$ cat config.mk
export PLATFORM = sky130hd
export DESIGN_NAME = lfsr_voice_bank
export DESIGN_NICKNAME = d
export VERILOG_FILES = /design/src/rtl/lfsr_bank_pkg.sv /design/src/rtl/lfsr_key_conditioner.sv /design/src/rtl/lfsr_voice_bank.sv
export SDC_FILE = /design/constraint.sdc
export NUM_CORES = 1
export LEC_CHECK = 0
export ABC_AREA = 0
export CORE_ASPECT_RATIO = 1.5
export CORE_UTILIZATION = 25
export CTS_BUF_LIST = sky130_fd_sc_hd__clkbuf_16
export DETAILED_ROUTE_END_ITERATION = 6
export HOLD_SLACK_MARGIN = 0.08
export PLACE_DENSITY = 0.44
export SYNTH_ARGS = -nofsm -noshare
export SYNTH_HDL_FRONTEND = slang
export SYNTH_SLANG_ARGS = --single-unit
export TNS_END_PERCENT = 10
$ cat constraint.sdc
create_clock -name clk -period 9.1 [get_ports clk]
set_input_delay 0.91 -clock clk [delete_from_list [all_inputs] [get_ports clk]]
set_output_delay 0.91 -clock clk [all_outputs]
set_load 0.02 [all_outputs]
$ cat src/rtl/lfsr_bank_pkg.sv
// ---------------------------------------------------------------------------
// lfsr_bank_pkg
//   Shared definitions for the LFSR voice bank:
//     - mode_e        : voice enable mode (gated / toggle)
//     - TAPS_Wn       : maximal-length Fibonacci tap masks for common widths
//     - default_taps  : tap mask lookup by width
//     - seed_of       : per-channel seed (base + index, wrapped, never zero)
// ---------------------------------------------------------------------------
package lfsr_bank_pkg;

    typedef enum logic {
        MODE_GATED  = 1'b0,
        MODE_TOGGLE = 1'b1
    } mode_e;

    localparam logic [3:0]  TAPS_W4  = 4'h9;
    localparam logic [7:0]  TAPS_W8  = 8'hB8;
    localparam logic [15:0] TAPS_W16 = 16'hB400;

    // Widths without a tabulated mask fall back to the top two bits; such
    // a mask is not guaranteed maximal-length, so callers using an odd width
    // should pass TAPS explicitly.
    function automatic logic [15:0] default_taps(input int unsigned width);
        logic [15:0] t;
        case (width)
            4:       t = 16'(TAPS_W4);
            8:       t = 16'(TAPS_W8);
            16:      t = TAPS_W16;
            default: t = (16'd1 << (width - 1)) | (16'd1 << (width - 2));
        endcase
        return t;
    endfunction

    // Seed for channel idx: (base + idx) mod 2^width, with 0 mapped to 1 so
    // that no voice ever starts in the all-zero lockup state.
    function automatic logic [15:0] seed_of(input int unsigned base,
                                            input int unsigned idx,
                                            input int unsigned width);
        logic [31:0] mask;
        logic [31:0] s;
        mask = (32'd1 << width) - 32'd1;
        s    = (base + idx) & mask;
        if (s == 32'd0) begin
            s = 32'd1;
        end
        return s[15:0];
    endfunction

endpackage

$ cat src/rtl/lfsr_key_conditioner.sv
// ---------------------------------------------------------------------------
// lfsr_key_conditioner
//   One key channel: two-flop synchroniser, counter debounce and a registered
//   press pulse.
//   Ports:
//     clk        in   system clock
//     rst_n      in   asynchronous active-low reset
//     key_raw    in   raw asynchronous key level
//     key_cond   out  debounced key level
//     key_press  out  one-cycle pulse, the cycle after key_cond rises
// ---------------------------------------------------------------------------
module lfsr_key_conditioner #(
    parameter int DEBOUNCE_CYCLES = 4
) (
    input  logic clk,
    input  logic rst_n,
    input  logic key_raw,
    output logic key_cond,
    output logic key_press
);

    localparam int              CNT_W    = $clog2(DEBOUNCE_CYCLES + 1);
    localparam logic [CNT_W-1:0] CNT_LAST = CNT_W'(DEBOUNCE_CYCLES - 1);

    logic             s1_q, s1_d;
    logic             s2_q, s2_d;
    logic             cond_q, cond_d;
    logic             cond_prev_q, cond_prev_d;
    logic             press_q, press_d;
    logic [CNT_W-1:0] cnt_q, cnt_d;

    always_comb begin
        s1_d        = key_raw;
        s2_d        = s1_q;
        cond_d      = cond_q;
        cnt_d       = '0;
        cond_prev_d = cond_q;
        // Pulse lands the cycle after the debounced level rose.
        press_d     = cond_q & ~cond_prev_q;
        // Any single cycle of agreement leaves cnt_d at zero, restarting
        // the stability window.
        if (s2_q != cond_q) begin
            if (cnt_q == CNT_LAST) begin
                cond_d = s2_q;
            end else begin
                cnt_d = cnt_q + CNT_W'(1);
            end
        end
    end

    always_ff @(posedge clk or negedge rst_n) begin
        if (!rst_n) begin
            s1_q        <= 1'b0;
            s2_q        <= 1'b0;
            cond_q      <= 1'b0;
            cond_prev_q <= 1'b0;
            press_q     <= 1'b0;
            cnt_q       <= '0;
        end else begin
            s1_q        <= s1_d;
            s2_q        <= s2_d;
            cond_q      <= cond_d;
            cond_prev_q <= cond_prev_d;
            press_q     <= press_d;
            cnt_q       <= cnt_d;
        end
    end

    assign key_cond  = cond_q;
    assign key_press = press_q;

endmodule

$ cat src/rtl/lfsr_voice_bank.sv
// ---------------------------------------------------------------------------
// lfsr_voice_bank
//   NUM_CH LFSR noise voices. Each key is conditioned, gates its voice in
//   gated or toggle mode, enabled voices step a Fibonacci LFSR on step_en,
//   and a registered mixer sums the enabled voices.
//   Ports:
//     clk           in   system clock
//     rst_n         in   asynchronous active-low reset
//     key_raw       in   [NUM_CH]        raw key levels
//     mode          in   0 gated, 1 toggle
//     step_en       in   shared LFSR advance strobe
//     key_cond      out  [NUM_CH]        debounced key levels
//     key_press     out  [NUM_CH]        press pulses
//     ch_en         out  [NUM_CH]        voice enables
//     lfsr_out      out  [NUM_CH*WIDTH]  channel i at [i*WIDTH +: WIDTH]
//     mix_out       out  registered sum of enabled voice states
//     active_count  out  registered number of enabled voices
// ---------------------------------------------------------------------------
module lfsr_voice_bank
    import lfsr_bank_pkg::*;
#(
    parameter int               NUM_CH          = 8,
    parameter int               WIDTH           = 8,
    parameter logic [WIDTH-1:0] TAPS            = WIDTH'(default_taps(WIDTH)),
    parameter int               SEED_BASE       = 1,
    parameter int               DEBOUNCE_CYCLES = 4
) (
    input  logic                                  clk,
    input  logic                                  rst_n,
    input  logic [NUM_CH-1:0]                     key_raw,
    input  logic                                  mode,
    input  logic                                  step_en,
    output logic [NUM_CH-1:0]                     key_cond,
    output logic [NUM_CH-1:0]                     key_press,
    output logic [NUM_CH-1:0]                     ch_en,
    output logic [NUM_CH*WIDTH-1:0]               lfsr_out,
    output logic [WIDTH+$clog2(NUM_CH+1)-1:0]     mix_out,
    output logic [$clog2(NUM_CH+1)-1:0]           active_count
);

    localparam int CNT_W = $clog2(NUM_CH + 1);
    localparam int MIX_W = WIDTH + CNT_W;

    function automatic logic [NUM_CH-1:0][WIDTH-1:0] seed_table();
        logic [NUM_CH-1:0][WIDTH-1:0] t;
        for (int i = 0; i < NUM_CH; i++) begin
            t[i] = WIDTH'(seed_of(unsigned'(SEED_BASE), unsigned'(i),
                                  unsigned'(WIDTH)));
        end
        return t;
    endfunction

    localparam logic [NUM_CH-1:0][WIDTH-1:0] SEEDS = seed_table();

    // ---------------------------------------------------------------
    // Key conditioners
    // ---------------------------------------------------------------
    for (genvar g = 0; g < NUM_CH; g++) begin : g_key
        lfsr_key_conditioner #(
            .DEBOUNCE_CYCLES(DEBOUNCE_CYCLES)
        ) u_cond (
            .clk      (clk),
            .rst_n    (rst_n),
            .key_raw  (key_raw[g]),
            .key_cond (key_cond[g]),
            .key_press(key_press[g])
        );
    end

    // ---------------------------------------------------------------
    // Voice enable
    // ---------------------------------------------------------------
    mode_e                         mode_q, mode_d;
    logic [NUM_CH-1:0]             tog_q, tog_d;
    logic [NUM_CH-1:0]             en_prev_q, en_prev_d;

    // tog_q always shadows the live enable with any press applied, so a
    // switch into toggle mode continues from the voice's current state.
    assign ch_en = (mode_q == MODE_TOGGLE) ? tog_q : key_cond;

    always_comb begin
        mode_d    = mode_e'(mode);
        tog_d     = ch_en ^ key_press;
        en_prev_d = ch_en;
    end

    // ---------------------------------------------------------------
    // LFSR voices
    // ---------------------------------------------------------------
    logic [NUM_CH-1:0][WIDTH-1:0]  state_q, state_d;

    always_comb begin
        state_d = state_q;
        for (int i = 0; i < NUM_CH; i++) begin
            if (ch_en[i] && !en_prev_q[i]) begin
                // A fresh enable restarts the voice from its seed.
                state_d[i] = SEEDS[i];
            end else if (state_q[i] == '0) begin
                // Lockup guard: the all-zero state is a fixed point.
                state_d[i] = SEEDS[i];
            end else if (ch_en[i] && step_en) begin
                state_d[i] = {state_q[i][WIDTH-2:0], ^(state_q[i] & TAPS)};
            end
        end
    end

    // ---------------------------------------------------------------
    // Mixer
    // ---------------------------------------------------------------
    logic [MIX_W-1:0]              mix_q, mix_d;
    logic [CNT_W-1:0]              cnt_q, cnt_d;

    always_comb begin
        mix_d = '0;
        cnt_d = '0;
        for (int i = 0; i < NUM_CH; i++) begin
            if (ch_en[i]) begin
                mix_d = mix_d + MIX_W'(state_q[i]);
                cnt_d = cnt_d + CNT_W'(1);
            end
        end
    end

    always_ff @(posedge clk or negedge rst_n) begin
        if (!rst_n) begin
            mode_q    <= MODE_GATED;
            tog_q     <= '0;
            en_prev_q <= '0;
            state_q   <= SEEDS;
            mix_q     <= '0;
            cnt_q     <= '0;
        end else begin
            mode_q    <= mode_d;
            tog_q     <= tog_d;
            en_prev_q <= en_prev_d;
            state_q   <= state_d;
            mix_q     <= mix_d;
            cnt_q     <= cnt_d;
        end
    end

    assign lfsr_out     = state_q;
    assign mix_out      = mix_q;
    assign active_count = cnt_q;

endmodule

==> run summary <==
The first detailed-routing pass ran for 6 iterations. The clock passes through at most 2 buffers. The slowest stage of the critical path belongs to the cell sky130_fd_sc_hd__dfrtp_1. The number of global-route vias before repair is 8014, and the minimum period implied by the final worst setup slack is 8.56 ns. The run gives 89 as the floorplan row count. The tools report the global-route total usage across every layer as 0.139. The count of state elements after synthesis is 161, and the effective utilization at floorplan is 0.255. The part of the Yosys area used for sequential elements is 0.401. In this run the worst hold path is classified as reg2reg.

The deepest level of the CTS H-tree was 4. The number of cells in the design after placement is 1657, and the clock latency of the later-clocked register in the worst-skew pair is 0.45 ns. At the pin with the least slew margin, the transition time is 0.949 ns. The predominant post-synthesis flop cell was sky130_fd_sc_hd__dfrtp_1. The detail-routed via count per cell is 4.71.

The sum of overflow across all layers after global routing was 0; the post-detailed-route DRC marker count was 8. The height of the die is 248 um. Of all nets on the critical path, the largest fanout is 9.

TritonCTS built the clock tree. For the final database, setup skew stands at 0.0136 ns. Routed via count: 8002.

Across the run, the number of max-cap violations was 0. After clock tree synthesis, the clock-pin slew on the worst setup and hold paths is 0.07 ns. STA puts the critical path data required time at 9.41 ns.

In this run the standard cell core region covers 39500 um2. The detailed router finished its first iteration with 433 violations. Count of mapped cells out of synthesis: 1065.

The run gives 17 as the TritonCTS buffer count. The initial antenna violation count was 0. The startpoint identified for the worst hold timing path is g_key[2].u_cond.s1_q. The synthesized design contains 0 enable-type register cells.

The total count of hold-check failures in the final report came out at 0. The checks that failed: DRC. Tracing the worst setup path back leads to its startpoint at mode_q. After detailed routing, the total wire length is 27.9 mm. The worst register-to-register path begins at mode_q. The tools report the top-level port count as 116. The first-pass GRT wire length was 43.9 mm; the area growth from synthesis to layout was 24.8%. The flow ran to the end, but the final reports show violations. For this run, the number of Yosys warnings is 0. The floorplan step set the die width to 166 um.

Average cell area after synthesis: 9.48 um2. On the worst path, the slowest cell contributes a delay of 0.42 ns. Cell repeated most along the worst path: sky130_fd_sc_hd__ha_1. The average wire length per cell after detail routing is 16.4 um.

Input and output buffers added on the ports amount to 115. Entering global routing, the biggest net connects 99 pins. The number of standard cells in the final layout excluding fillers was 1700.

The layout filler cell count was 4055; the number of distinct library cell variants in the gate-level netlist after synthesis was 75. CTS placed an instance of sky130_fd_sc_hd__clkbuf_16 at the clock tree root. Maximum operating frequency: 0.117 GHz. The worst relative slew slack was 0.367. The final HPWL from detailed placement is 21.2 mm. The worst setup path is of the reg2reg kind.

Share of the cycle needed by the critical path after routing: 0.940. The fraction of final layout cells sized beyond drive strength 1 works out to 0.111. The mapped netlist covers 10100 um2. The kind of start point of the critical path was a register. The floorplan step defined a die boundary enclosing 41200 um2.

The logs give 0.789 for the weighted congestion at the end of routability-driven global placement and 161 for the clock net sink count. The number of hold buffers added after CTS is 0. The tools report the number of setup violations in the final report as 0.

The count of nets left with antenna violations after detail routing is 0. Share of the core filled with cells in the final layout: 0.319. The critical path endpoint category is a register.

Summing all non-filler instances in the final layout gives an area of 12600 um2. Number of pins exceeding their max-slew limit in the final report: 0. The fraction of synthesis flops using an asynchronous set or reset pin is 1.00. Synthesis produced a netlist with a net count of 1162. Summed over all failing endpoints, the final setup total negative slack is 0 ns.

After the last flow step, the layout net total stands at 1284. The diode insertion count for antenna repair was 0; the placed instance area was 11800 um2. At the worst endpoint, the arrival time is 8.87 ns.
[path summary, 6_finish.rpt]
path | endpoint | cells past startpoint | slack, ns
hold / removal | g_key[2].u_cond.s2_q | 0 | 0.34
max in group asynchronous | lfsr_out[47] | 2 | 7.05
hold reg to reg | g_key[2].u_cond.s2_q | 0 | 0.34
min in group asynchronous | lfsr_out[56] | 1 | 0.58
setup / recovery | mix_out[11] | 41 | 0.54
setup reg to reg | mix_out[11] | 41 | 0.54
[synthesized netlist by cell type, types with 4 or more instances]
library cell	n	area share
sky130_fd_sc_hd__mux2i_1	8	0.0079
sky130_fd_sc_hd__or2_2	4	0.0025
sky130_fd_sc_hd__o211ai_1	10	0.0074
sky130_fd_sc_hd__a211o_1	7	0.0061
sky130_fd_sc_hd__nor2b_1	30	0.019
sky130_fd_sc_hd__nor3b_1	14	0.010
sky130_fd_sc_hd__nand3_1	35	0.017
sky130_fd_sc_hd__nor2_1	57	0.021
sky130_fd_sc_hd__o21ai_0	85	0.042
sky130_fd_sc_hd__fa_1	7	0.014
sky130_fd_sc_hd__dfstp_2	13	0.034
sky130_fd_sc_hd__inv_1	72	0.027
sky130_fd_sc_hd__xnor2_1	55	0.048
sky130_fd_sc_hd__a21oi_1	77	0.038
sky130_fd_sc_hd__dfrtp_1	148	0.37
sky130_fd_sc_hd__a31oi_1	5	0.0031
sky130_fd_sc_hd__o21bai_1	6	0.0045
sky130_fd_sc_hd__mux2i_2	4	0.0055
sky130_fd_sc_hd__a211oi_1	9	0.0067
sky130_fd_sc_hd__mux2_2	26	0.029
sky130_fd_sc_hd__a41o_1	4	0.0040
sky130_fd_sc_hd__nand2_1	99	0.037
sky130_fd_sc_hd__or3_1	4	0.0025
sky130_fd_sc_hd__nor4_1	5	0.0031
sky130_fd_sc_hd__buf_1	4	0.0015
sky130_fd_sc_hd__a21o_1	15	0.011
sky130_fd_sc_hd__nand4_1	4	0.0025
sky130_fd_sc_hd__and2_1	9	0.0056
sky130_fd_sc_hd__o21a_1	18	0.013
sky130_fd_sc_hd__ha_1	78	0.097
sky130_fd_sc_hd__buf_4	16	0.012
sky130_fd_sc_hd__and3_1	6	0.0037
sky130_fd_sc_hd__o31a_1	4	0.0035
sky130_fd_sc_hd__nand2b_1	12	0.0074
sky130_fd_sc_hd__xor2_1	18	0.016
sky130_fd_sc_hd__clkbuf_1	18	0.0067
sky130_fd_sc_hd__nor3_1	21	0.010
[stage by stage]
step / setup slack [ns] / hold WS (ns)
floorplan: 0.500 / 0.331
finish: 0.543 / 0.343
detailed placement: 0.165 / 0.336
global route: -0.0544 / 0.356
CTS: 0.134 / 0.351
global placement: 0.368 / 0.332
[flip-flops by register name (all words and copies together), names as in the netlist]
name and flops:
g_key.u_cond.key_press 8, active_count 4, lfsr_out 64, en_prev_q 8
mode_q 1, g_key.u_cond.cnt_q 24, g_key.u_cond.s1_q 8, g_key.u_cond.cond_prev_q 8
tog_q 8, mix_out 12, g_key.u_cond.s2_q 8, g_key.u_cond.key_cond 8
[area by class of cell]
| type | count | area (um2) | area share |
|---|---|---|---|
| flip-flops and latches | 161 | 4050 | 0.321 |
| inverters | 74 | 283 | 0.0225 |
| clock inverters | 15 | 196 | 0.0156 |
| multi-input cells | 791 | 5660 | 0.450 |
| repair buffers | 142 | 1360 | 0.108 |
| clock buffers | 17 | 425 | 0.0338 |
| well taps | 500 | 626 | 0.0497 |
[logic make-up after synthesis]
family,synth area share
and+or+nand+nor,0.153
AOI/OAI and AO/OA,0.175
DFF,0.401
buffers and inverters,0.0487
adders and majority gates,0.113
xor gates and xnor gates,0.0678
muxes,0.0424
[timing repair]
item / 4_1_cts / 5_1_grt
gates resized for setup: 0 / 26
buffers inserted: 0 / 11
setup endpoints to repair: 0 / 5
endpoints found under the hold margin: 0 / 0
[metal layers]
metal,track usage,vias up,wire (um),share of wire
li1,-,4007,-,-
met1,0.149,3853,11100,0.40
met2,0.265,111,15300,0.55
met3,0.0253,31,757,0.027
met4,0.0624,0,745,0.027
met5,0,-,0,0
[cell usage in the layout (no fill, tap or decap), types with 5 or more instances in the layout]
master	synthesis	layout
sky130_fd_sc_hd__dfrtp_1	148	148
sky130_fd_sc_hd__clkdlybuf4s50_1	0	114
sky130_fd_sc_hd__nand2_1	99	99
sky130_fd_sc_hd__o21ai_0	85	76
sky130_fd_sc_hd__a21oi_1	77	74
sky130_fd_sc_hd__ha_1	78	73
sky130_fd_sc_hd__inv_1	72	72
sky130_fd_sc_hd__nor2_1	57	57
sky130_fd_sc_hd__xnor2_1	55	53
sky130_fd_sc_hd__nand3_1	35	35
sky130_fd_sc_hd__nor2b_1	30	30
sky130_fd_sc_hd__buf_4	16	27
sky130_fd_sc_hd__mux2_2	26	26
sky130_fd_sc_hd__nor3_1	21	21
sky130_fd_sc_hd__xor2_1	18	18
sky130_fd_sc_hd__o21a_1	18	18
sky130_fd_sc_hd__clkbuf_16	0	17
sky130_fd_sc_hd__a21o_1	15	15
sky130_fd_sc_hd__nor3b_1	14	14
sky130_fd_sc_hd__dfstp_2	13	13
sky130_fd_sc_hd__nand2b_1	12	12
sky130_fd_sc_hd__o211ai_1	10	10
sky130_fd_sc_hd__and2_1	9	9
sky130_fd_sc_hd__a211oi_1	9	9
sky130_fd_sc_hd__o21ai_1	2	9
sky130_fd_sc_hd__mux2i_1	8	8
sky130_fd_sc_hd__a211o_1	7	7
sky130_fd_sc_hd__fa_1	7	7
sky130_fd_sc_hd__and3_1	6	6
sky130_fd_sc_hd__o21bai_1	6	6
sky130_fd_sc_hd__a21oi_2	2	5
sky130_fd_sc_hd__nor4_1	5	5
[critical path, delay by kind of cell, from the launching register on]
family	cells	cell delay, ns
adders and majority gates	8	2.44
and+or+nand+nor	7	1.32
buffers and inverters	1	0.12
DFF	1	0.42
muxes	2	0.61
AOI/OAI and AO/OA	17	2.48
xor gates and xnor gates	6	1.04
Power is not shown: default switching activity piles up to over one toggle a cycle in this logic, so the estimate is an artifact.
